File: config.mk
export PLATFORM = sky130hd
export DESIGN_NAME = ssd_bcd_scanner_flat
export DESIGN_NICKNAME = d
export VERILOG_FILES = /design/src/rtl/ssd_bcd_scanner_if.sv /design/src/rtl/ssd_bcd_scanner.sv /design/src/flat_wrapper.sv
export SDC_FILE = /design/constraint.sdc
export NUM_CORES = 1
export LEC_CHECK = 0
export CAP_MARGIN = 25
export CORE_UTILIZATION = 53
export DETAILED_ROUTE_END_ITERATION = 10
export GPL_TIMING_DRIVEN = 0
export PLACE_DENSITY = 0.75
export SLEW_MARGIN = 40
export SYNTH_ARGS = -nofsm -noshare
export SYNTH_HDL_FRONTEND = slang
export SYNTH_SLANG_ARGS = --single-unit
export TNS_END_PERCENT = 5
File: constraint.sdc
create_clock -name clk -period 5.2 [get_ports clk]
set_input_delay 1.04 -clock clk [delete_from_list [all_inputs] [get_ports clk]]
set_output_delay 1.04 -clock clk [all_outputs]
set_load 0.02 [all_outputs]
File: src/rtl/ssd_bcd_scanner_if.sv
// ---------------------------------------------------------------------------
// ssd_bcd_scanner_if
// Bundles the value/load request and the display-side results of
// ssd_bcd_scanner into one port.
//   value_in [DATA_W] : binary value to convert (master -> slave)
//   load              : single-cycle convert request (master -> slave)
//   busy              : conversion in progress, load ignored (slave -> master)
//   bcd      [16]     : committed digits {thousands,hundreds,tens,ones}
//   anode    [4]      : active-low digit enable, one-hot-low
//   segments [7]      : active-low {a,b,c,d,e,f,g}
// ---------------------------------------------------------------------------
interface ssd_bcd_scanner_if #(
    parameter int unsigned DATA_W = 13
);
    logic [DATA_W-1:0] value_in;
    logic              load;
    logic              busy;
    logic [15:0]       bcd;
    logic [3:0]        anode;
    logic [6:0]        segments;

    modport master (
        output value_in, load,
        input  busy, bcd, anode, segments
    );

    modport slave (
        input  value_in, load,
        output busy, bcd, anode, segments
    );
endinterface

File: src/rtl/ssd_bcd_scanner.sv
// ---------------------------------------------------------------------------
// ssd_bcd_scanner
// Converts an unsigned binary value to four BCD digits with a sequential
// shift-add-3 engine (one bit per cycle) and time-multiplexes the committed
// digits onto a 4-anode 7-segment display.
//   clk  : display clock
//   rst  : synchronous, active-high reset
//   bus  : ssd_bcd_scanner_if.slave (value_in, load, busy, bcd, anode,
//          segments)
// Parameters:
//   DATA_W      : binary input width, 1..13
//   REFRESH_DIV : clock cycles each digit is held, >= 2
// Optional feature macro:
//   SSD_BLANK_ZERO_EN : blank leading zero digits (index 0 never blanked)
// ---------------------------------------------------------------------------
module ssd_bcd_scanner #(
    parameter int unsigned DATA_W      = 13,
    parameter int unsigned REFRESH_DIV = 100000
) (
    input  logic              clk,
    input  logic              rst,
    ssd_bcd_scanner_if.slave  bus
);

    localparam int unsigned CNT_W = $clog2(DATA_W + 1);
    localparam int unsigned REF_W = (REFRESH_DIV > 1) ? $clog2(REFRESH_DIV) : 1;

    typedef enum logic [1:0] {
        S_IDLE,
        S_CONVERT,
        S_COMMIT
    } state_t;

    state_t r_state;
    state_t w_state_nxt;

    logic [DATA_W-1:0]  r_shift;
    logic [15:0]        r_scratch;
    logic [CNT_W-1:0]   r_cnt;
    logic [15:0]        r_bcd;
    logic [REF_W-1:0]   r_ref;
    logic [1:0]         r_idx;

    logic               w_busy;
    logic               w_capture;
    logic               w_shift;
    logic               w_commit;
    logic               w_last_bit;
    logic [15:0]        w_adj;
    logic [DATA_W+15:0] w_cat;
    logic [3:0]         w_digit;
    logic               w_blank;

    function automatic logic [6:0] seg_decode(input logic [3:0] d);
        logic [6:0] s;
        case (d)
            4'd0:    s = 7'b0000001;
            4'd1:    s = 7'b1001111;
            4'd2:    s = 7'b0010010;
            4'd3:    s = 7'b0000110;
            4'd4:    s = 7'b1001100;
            4'd5:    s = 7'b0100100;
            4'd6:    s = 7'b0100000;
            4'd7:    s = 7'b0001111;
            4'd8:    s = 7'b0000000;
            4'd9:    s = 7'b0000100;
            default: s = 7'b1111111;
        endcase
        return s;
    endfunction

    // ---------------- FSM: state register ----------------
    always_ff @(posedge clk) begin
        if (rst) begin
            r_state <= S_IDLE;
        end else begin
            r_state <= w_state_nxt;
        end
    end

    assign w_last_bit = (r_cnt == CNT_W'(DATA_W - 1));

    // ---------------- FSM: next state ----------------
    always_comb begin
        w_state_nxt = r_state;
        case (r_state)
            S_IDLE:    if (bus.load) w_state_nxt = S_CONVERT;
            S_CONVERT: if (w_last_bit) w_state_nxt = S_COMMIT;
            S_COMMIT:  w_state_nxt = S_IDLE;
            default:   w_state_nxt = S_IDLE;
        endcase
    end

    // ---------------- FSM: outputs / datapath controls ----------------
    always_comb begin
        w_busy    = 1'b0;
        w_capture = 1'b0;
        w_shift   = 1'b0;
        w_commit  = 1'b0;
        case (r_state)
            S_IDLE:    w_capture = bus.load;
            S_CONVERT: begin
                w_busy  = 1'b1;
                w_shift = 1'b1;
            end
            S_COMMIT:  begin
                w_busy   = 1'b1;
                w_commit = 1'b1;
            end
            default:   w_busy = 1'b0;
        endcase
    end

    // Add-3 correction on every nibble, then shift {scratch, shift} left
    // as one wide register so the input MSB enters the ones nibble.
    always_comb begin
        w_adj = r_scratch;
        for (int unsigned i = 0; i < 4; i++) begin
            if (r_scratch[i*4 +: 4] >= 4'd5) begin
                w_adj[i*4 +: 4] = r_scratch[i*4 +: 4] + 4'd3;
            end
        end
        w_cat = {w_adj, r_shift} << 1;
    end

    // ---------------- Conversion datapath ----------------
    always_ff @(posedge clk) begin
        if (rst) begin
            r_shift   <= '0;
            r_scratch <= '0;
            r_cnt     <= '0;
            r_bcd     <= '0;
        end else begin
            if (w_capture) begin
                r_shift   <= bus.value_in;
                r_scratch <= '0;
                r_cnt     <= '0;
            end else if (w_shift) begin
                r_scratch <= w_cat[DATA_W+15:DATA_W];
                r_shift   <= w_cat[DATA_W-1:0];
                r_cnt     <= r_cnt + CNT_W'(1);
            end
            if (w_commit) begin
                r_bcd <= r_scratch;
            end
        end
    end

    // ---------------- Refresh scan ----------------
    always_ff @(posedge clk) begin
        if (rst) begin
            r_ref <= '0;
            r_idx <= '0;
        end else if (r_ref == REF_W'(REFRESH_DIV - 1)) begin
            r_ref <= '0;
            r_idx <= r_idx + 2'd1;
        end else begin
            r_ref <= r_ref + REF_W'(1);
        end
    end

    // ---------------- Display decode ----------------
    always_comb begin
        w_digit = r_bcd[r_idx*4 +: 4];
`ifdef SSD_BLANK_ZERO_EN
        // Blank a digit only when it and every higher digit are zero.
        case (r_idx)
            2'd3:    w_blank = (r_bcd[15:12] == 4'd0);
            2'd2:    w_blank = (r_bcd[15:8]  == 8'd0);
            2'd1:    w_blank = (r_bcd[15:4]  == 12'd0);
            default: w_blank = 1'b0;
        endcase
`else
        w_blank = 1'b0;
`endif
    end

    assign bus.busy     = w_busy;
    assign bus.bcd      = r_bcd;
    assign bus.anode    = ~(4'b0001 << r_idx);
    assign bus.segments = w_blank ? 7'b1111111 : seg_decode(w_digit);

endmodule

File: src/flat_wrapper.sv
// flat-port wrapper written by rule: the top's interface ports become plain ports
module ssd_bcd_scanner_flat 
#(
    parameter int unsigned DATA_W      = 13,
    parameter int unsigned REFRESH_DIV = 100000
)
  (clk, rst, bus_value_in, bus_load, bus_busy, bus_bcd, bus_anode, bus_segments);
  ssd_bcd_scanner_if #(.DATA_W(DATA_W)) bus_i ();
  input  logic clk;
  input  logic rst;
  input wire logic [$bits(bus_i.value_in)-1:0] bus_value_in;
  input wire logic [$bits(bus_i.load)-1:0] bus_load;
  output wire logic [$bits(bus_i.busy)-1:0] bus_busy;
  output wire logic [$bits(bus_i.bcd)-1:0] bus_bcd;
  output wire logic [$bits(bus_i.anode)-1:0] bus_anode;
  output wire logic [$bits(bus_i.segments)-1:0] bus_segments;
  assign bus_i.value_in = bus_value_in;
  assign bus_i.load = bus_load;
  assign bus_busy = bus_i.busy;
  assign bus_bcd = bus_i.bcd;
  assign bus_anode = bus_i.anode;
  assign bus_segments = bus_i.segments;
  ssd_bcd_scanner #(.DATA_W(DATA_W), .REFRESH_DIV(REFRESH_DIV)) u_core (.clk(clk), .rst(rst), .bus(bus_i));
endmodule
==> reports/metrics.json <==
{
  "layout_min_cycle_time_ns": 3.83,
  "drtAntennaViolNets": 0,
  "placement.io_buffers": 42,
  "setup.worst_path.end_class": "output port",
  "routed_wl_um": 7020,
  "fillerInstances": 537,
  "worst_skew_pair.late_latency_ns": 0.34,
  "timing.final.hold_violations": 0,
  "numCtsBuffers": 9,
  "die-height_um": 83.7,
  "number_of_antenna_violations_at_the_first_check_in_global_routing": 0,
  "power.ir.vdd_worst_mv": 0.209,
  "postCtsSetupRepairBufs": 0,
  "place_worst_setup_slack_ns": 1.74,
  "die_area_um2": 7000,
  "tritoncts_num_sinks": 70,
  "ys_ff_latch": 70,
  "detailed_route_drc_error_count": 0,
  "synth.lib_cells_used.distinct": 37,
  "final_gp_congestion": 0.814,
  "min-delay-path-class": "flip-flop to flip-flop",
  "setup-violations-final": 0,
  "ctsHoldBuffers": 0,
  "initial_util": 0.554,
  "layout-drive-gt1-share": 0.0711,
  "cts_tree": "built",
  "drt_iter0_drcs": 150,
  "placement_rows": 29,
  "worst_setup_path_start_kind": "flip-flop",
  "critical-path-max-stage-delay_ns": 0.61,
  "crit_required_ns": 4.16,
  "synthesis.instances": 392,
  "transition_time_of_the_tightest_slew_check_pin_ns": 0.503,
  "power.density_nw_per_um2": 334,
  "routedWlPerCell_um": 13.3,
  "grt_pass1_wl_um": 12100,
  "cts_resized": 0,
  "postSynthAreaPerCell_um2": 9.02,
  "finish.net_count": 487,
  "timing.setup.tns_ns": 0,
  "timing.critical_path.arrival_ns": 2.79,
  "drt_pre_antenna_iters": 4,
  "crit_chain": "buf_2 -> mux4_2 -> inv_1 -> ha_1 -> nand2_1 -> o21ai_1 -> a21oi_1 -> clkdlybuf4s50_1",
  "finalCritPeriodShare": 0.737,
  "synth-seq-area-share": 0.396,
  "timing.setup.critical_path_class": "flip-flop to output port",
  "ios": 44,
  "netlist_area_um2": 3540,
  "via_count": 2785,
  "cp_max_fo": 6,
  "finalClockSkew_ns": 0.0134,
  "core_area_um2": 6390,
  "grt_pass1_vias": 2683,
  "place.detailed.hpwl_um": 5200,
  "route.detailed.vias_per_inst": 5.28,
  "leakage_nw": 1.57,
  "clockBufferDepth": 2,
  "final_cell_count_no_fill": 527,
  "grt-ovfl-total": 0,
  "rsz0062_at_grt": "no",
  "syn_to_final_growth_pct": 20.5,
  "cts_root_buffer": "sky130_fd_sc_hd__clkbuf_8",
  "syn-num-nets": 434,
  "final_cell_area_um2": 4260,
  "status": "completed",
  "placed_cell_area_um2": 4050,
  "final-max-slew-violation-count": 0,
  "ys_warn_count": 0,
  "cap_viol_max_count": 0,
  "pin_count_of_the_biggest_net_entering_global_routing": 13,
  "ant_diodes": 0,
  "htree_levels": 3,
  "gr_usage_total": 0.213,
  "final.setup.worst_slack_ns": 1.37,
  "timing.critical_path.slowest_stage_cell": "sky130_fd_sc_hd__clkdlybuf4s50_1",
  "maxSlewHeadroom": 0.665,
  "cts.reportedPaths.clkPinSlew_ns": 0.08,
  "placed_cells": 511,
  "floorplan.die.width_um": 83.7,
  "fmax_ghz": 0.261
}
-- sequential cells by signal, indices dropped and copies added, names as in the netlist --
name,count
u_core.bus.bcd,16
u_core.r_cnt,4
u_core.r_idx,2
u_core.r_ref,17
u_core.r_scratch,16
u_core.r_shift,13
u_core.r_state,2
-- where the power goes --
group / leakage, nW / switching, W / internal, W
registers: 0.568 / 0.0000290 / 0.000581
clock network: 0.0976 / 0.000200 / 0.000247
logic: 0.904 / 0.000211 / 0.000155
total: 1.57 / 0.000440 / 0.000983
-- critical path, delay by kind of cell (launching register included) --
kind | cells | cell delay [ns]
flops | 1 | 0.36
simple gates | 1 | 0.07
buf+inv | 3 | 0.97
fa+ha+maj | 1 | 0.25
mux | 1 | 0.60
compound gates | 2 | 0.21
-- cell usage in the layout (no fill, tap or decap), types with 2 or more instances in the layout --
cell type and n:
sky130_fd_sc_hd__dfxtp_1 70, sky130_fd_sc_hd__nor2_1 67, sky130_fd_sc_hd__clkdlybuf4s50_1 42, sky130_fd_sc_hd__mux2i_1 41, sky130_fd_sc_hd__ha_1 26, sky130_fd_sc_hd__inv_1 23
sky130_fd_sc_hd__nand2_1 21, sky130_fd_sc_hd__a21oi_1 20, sky130_fd_sc_hd__nand3_1 14, sky130_fd_sc_hd__xnor2_1 14, sky130_fd_sc_hd__clkbuf_1 12, sky130_fd_sc_hd__nand2b_1 12
sky130_fd_sc_hd__xor2_1 12, sky130_fd_sc_hd__a211oi_1 12, sky130_fd_sc_hd__clkbuf_8 11, sky130_fd_sc_hd__o21ai_0 9, sky130_fd_sc_hd__buf_2 5, sky130_fd_sc_hd__mux4_2 3
sky130_fd_sc_hd__a21o_1 3, sky130_fd_sc_hd__o211ai_1 3, sky130_fd_sc_hd__nand4_1 3, sky130_fd_sc_hd__nor3_1 3, sky130_fd_sc_hd__clkinvlp_4 3, sky130_fd_sc_hd__nor3_2 2
sky130_fd_sc_hd__or3_1 2
-- synth_stat cells --
| library cell | instances | area, um2 |
|---|---|---|
| sky130_fd_sc_hd__xor2_1 | 12 | 105 |
| sky130_fd_sc_hd__nand4_1 | 3 | 18.8 |
| sky130_fd_sc_hd__buf_6 | 1 | 11.3 |
| sky130_fd_sc_hd__mux2_2 | 1 | 11.3 |
| sky130_fd_sc_hd__o21ai_2 | 1 | 8.76 |
| sky130_fd_sc_hd__a22oi_1 | 1 | 7.51 |
| sky130_fd_sc_hd__clkbuf_1 | 12 | 45.0 |
| sky130_fd_sc_hd__or2_1 | 1 | 6.26 |
| sky130_fd_sc_hd__nand2b_1 | 12 | 75.1 |
| sky130_fd_sc_hd__a211oi_1 | 12 | 90.1 |
| sky130_fd_sc_hd__nor4b_1 | 1 | 8.76 |
| sky130_fd_sc_hd__ha_1 | 26 | 325 |
| sky130_fd_sc_hd__o211ai_1 | 3 | 22.5 |
| sky130_fd_sc_hd__buf_2 | 5 | 25.0 |
| sky130_fd_sc_hd__and4_1 | 1 | 8.76 |
| sky130_fd_sc_hd__buf_12 | 1 | 20.0 |
| sky130_fd_sc_hd__and3_1 | 1 | 6.26 |
| sky130_fd_sc_hd__nor2b_1 | 1 | 6.26 |
| sky130_fd_sc_hd__nand2_1 | 21 | 78.8 |
| sky130_fd_sc_hd__nor2_1 | 67 | 251 |
| sky130_fd_sc_hd__mux2i_1 | 41 | 410 |
| sky130_fd_sc_hd__nand3b_1 | 1 | 7.51 |
| sky130_fd_sc_hd__o21ai_0 | 9 | 45.0 |
| sky130_fd_sc_hd__o21ai_1 | 1 | 5.00 |
| sky130_fd_sc_hd__a21o_1 | 3 | 22.5 |
| sky130_fd_sc_hd__or2_2 | 1 | 6.26 |
| sky130_fd_sc_hd__mux4_2 | 3 | 67.6 |
| sky130_fd_sc_hd__or3_1 | 2 | 12.5 |
| sky130_fd_sc_hd__xnor2_1 | 14 | 123 |
| sky130_fd_sc_hd__a21oi_1 | 20 | 100 |
| sky130_fd_sc_hd__buf_1 | 1 | 3.75 |
| sky130_fd_sc_hd__nand3_1 | 14 | 70.1 |
| sky130_fd_sc_hd__inv_1 | 23 | 86.3 |
| sky130_fd_sc_hd__dfxtp_1 | 70 | 1400 |
| sky130_fd_sc_hd__and3_2 | 1 | 7.51 |
| sky130_fd_sc_hd__nor3_2 | 2 | 20.0 |
| sky130_fd_sc_hd__nor3_1 | 3 | 15.0 |
-- metrics by stage --
| stage | total power, W | util | hold WS (ns) |
|---|---|---|---|
| 6_report | 0.00142 | 0.667 | 0.470 |
| 5_1_grt | 0.00150 | 0.667 | 0.510 |
| 4_1_cts | 0.00143 | 0.667 | 0.480 |
| 3_5_place_dp | 0.000984 | 0.635 | 0.465 |
| 3_3_place_gp | 0.000974 | 0.635 | 0.444 |
| 2_1_floorplan | 0.000894 | - | 0.430 |
-- area by class of cell --
class	instances	area [um2]	share of cell area
inverter	23	86.3	0.0203
multi-input combinational	279	1940	0.456
timing repair buffer	42	420	0.0986
sequential	70	1400	0.329
clock buffer	11	151	0.0355
buffer	20	105	0.0247
tap	77	96.3	0.0226
clock inverter	5	57.6	0.0135
-- final timing paths --
path / start / cells after the start / endpoint / slack, ns
hold reg to reg: u_core.r_ref[0]$_SDFF_PP0_ / 1 / u_core.r_ref[0]$_SDFF_PP0_ / 0.47
setup / recovery: u_core.r_idx[0]$_SDFFE_PP0N_ / 8 / bus_segments[3] / 1.37
setup reg to reg: u_core.r_ref[0]$_SDFF_PP0_ / 8 / u_core.r_ref[7]$_SDFF_PP0_ / 3.30
hold / removal: u_core.r_ref[0]$_SDFF_PP0_ / 1 / u_core.r_ref[0]$_SDFF_PP0_ / 0.47
-- per-layer routing --
| metal | up-vias | GRT usage | part of all wire |
|---|---|---|---|
| met5 | - | 0 | 0 |
| met4 | 0 | 0.0832 | 0.013 |
| met3 | 12 | 0.0445 | 0.028 |
| met2 | 49 | 0.368 | 0.48 |
| met1 | 1308 | 0.259 | 0.47 |
| li1 | 1416 | - | - |
-- cells by family after synthesis --
group                      after synthesis  share of synthesized area
muxes                                   45                      0.138
adders and majority gates               26                     0.0920
xor gates and xnor gates                26                     0.0644
DFF                                     70                      0.396
AOI/OAI and AO/OA                       50                     0.0853
buffers and inverters                   43                     0.0541
and+or+nand+nor                        132                      0.170
No activity file was read; power rests on OpenSTA's default activity.
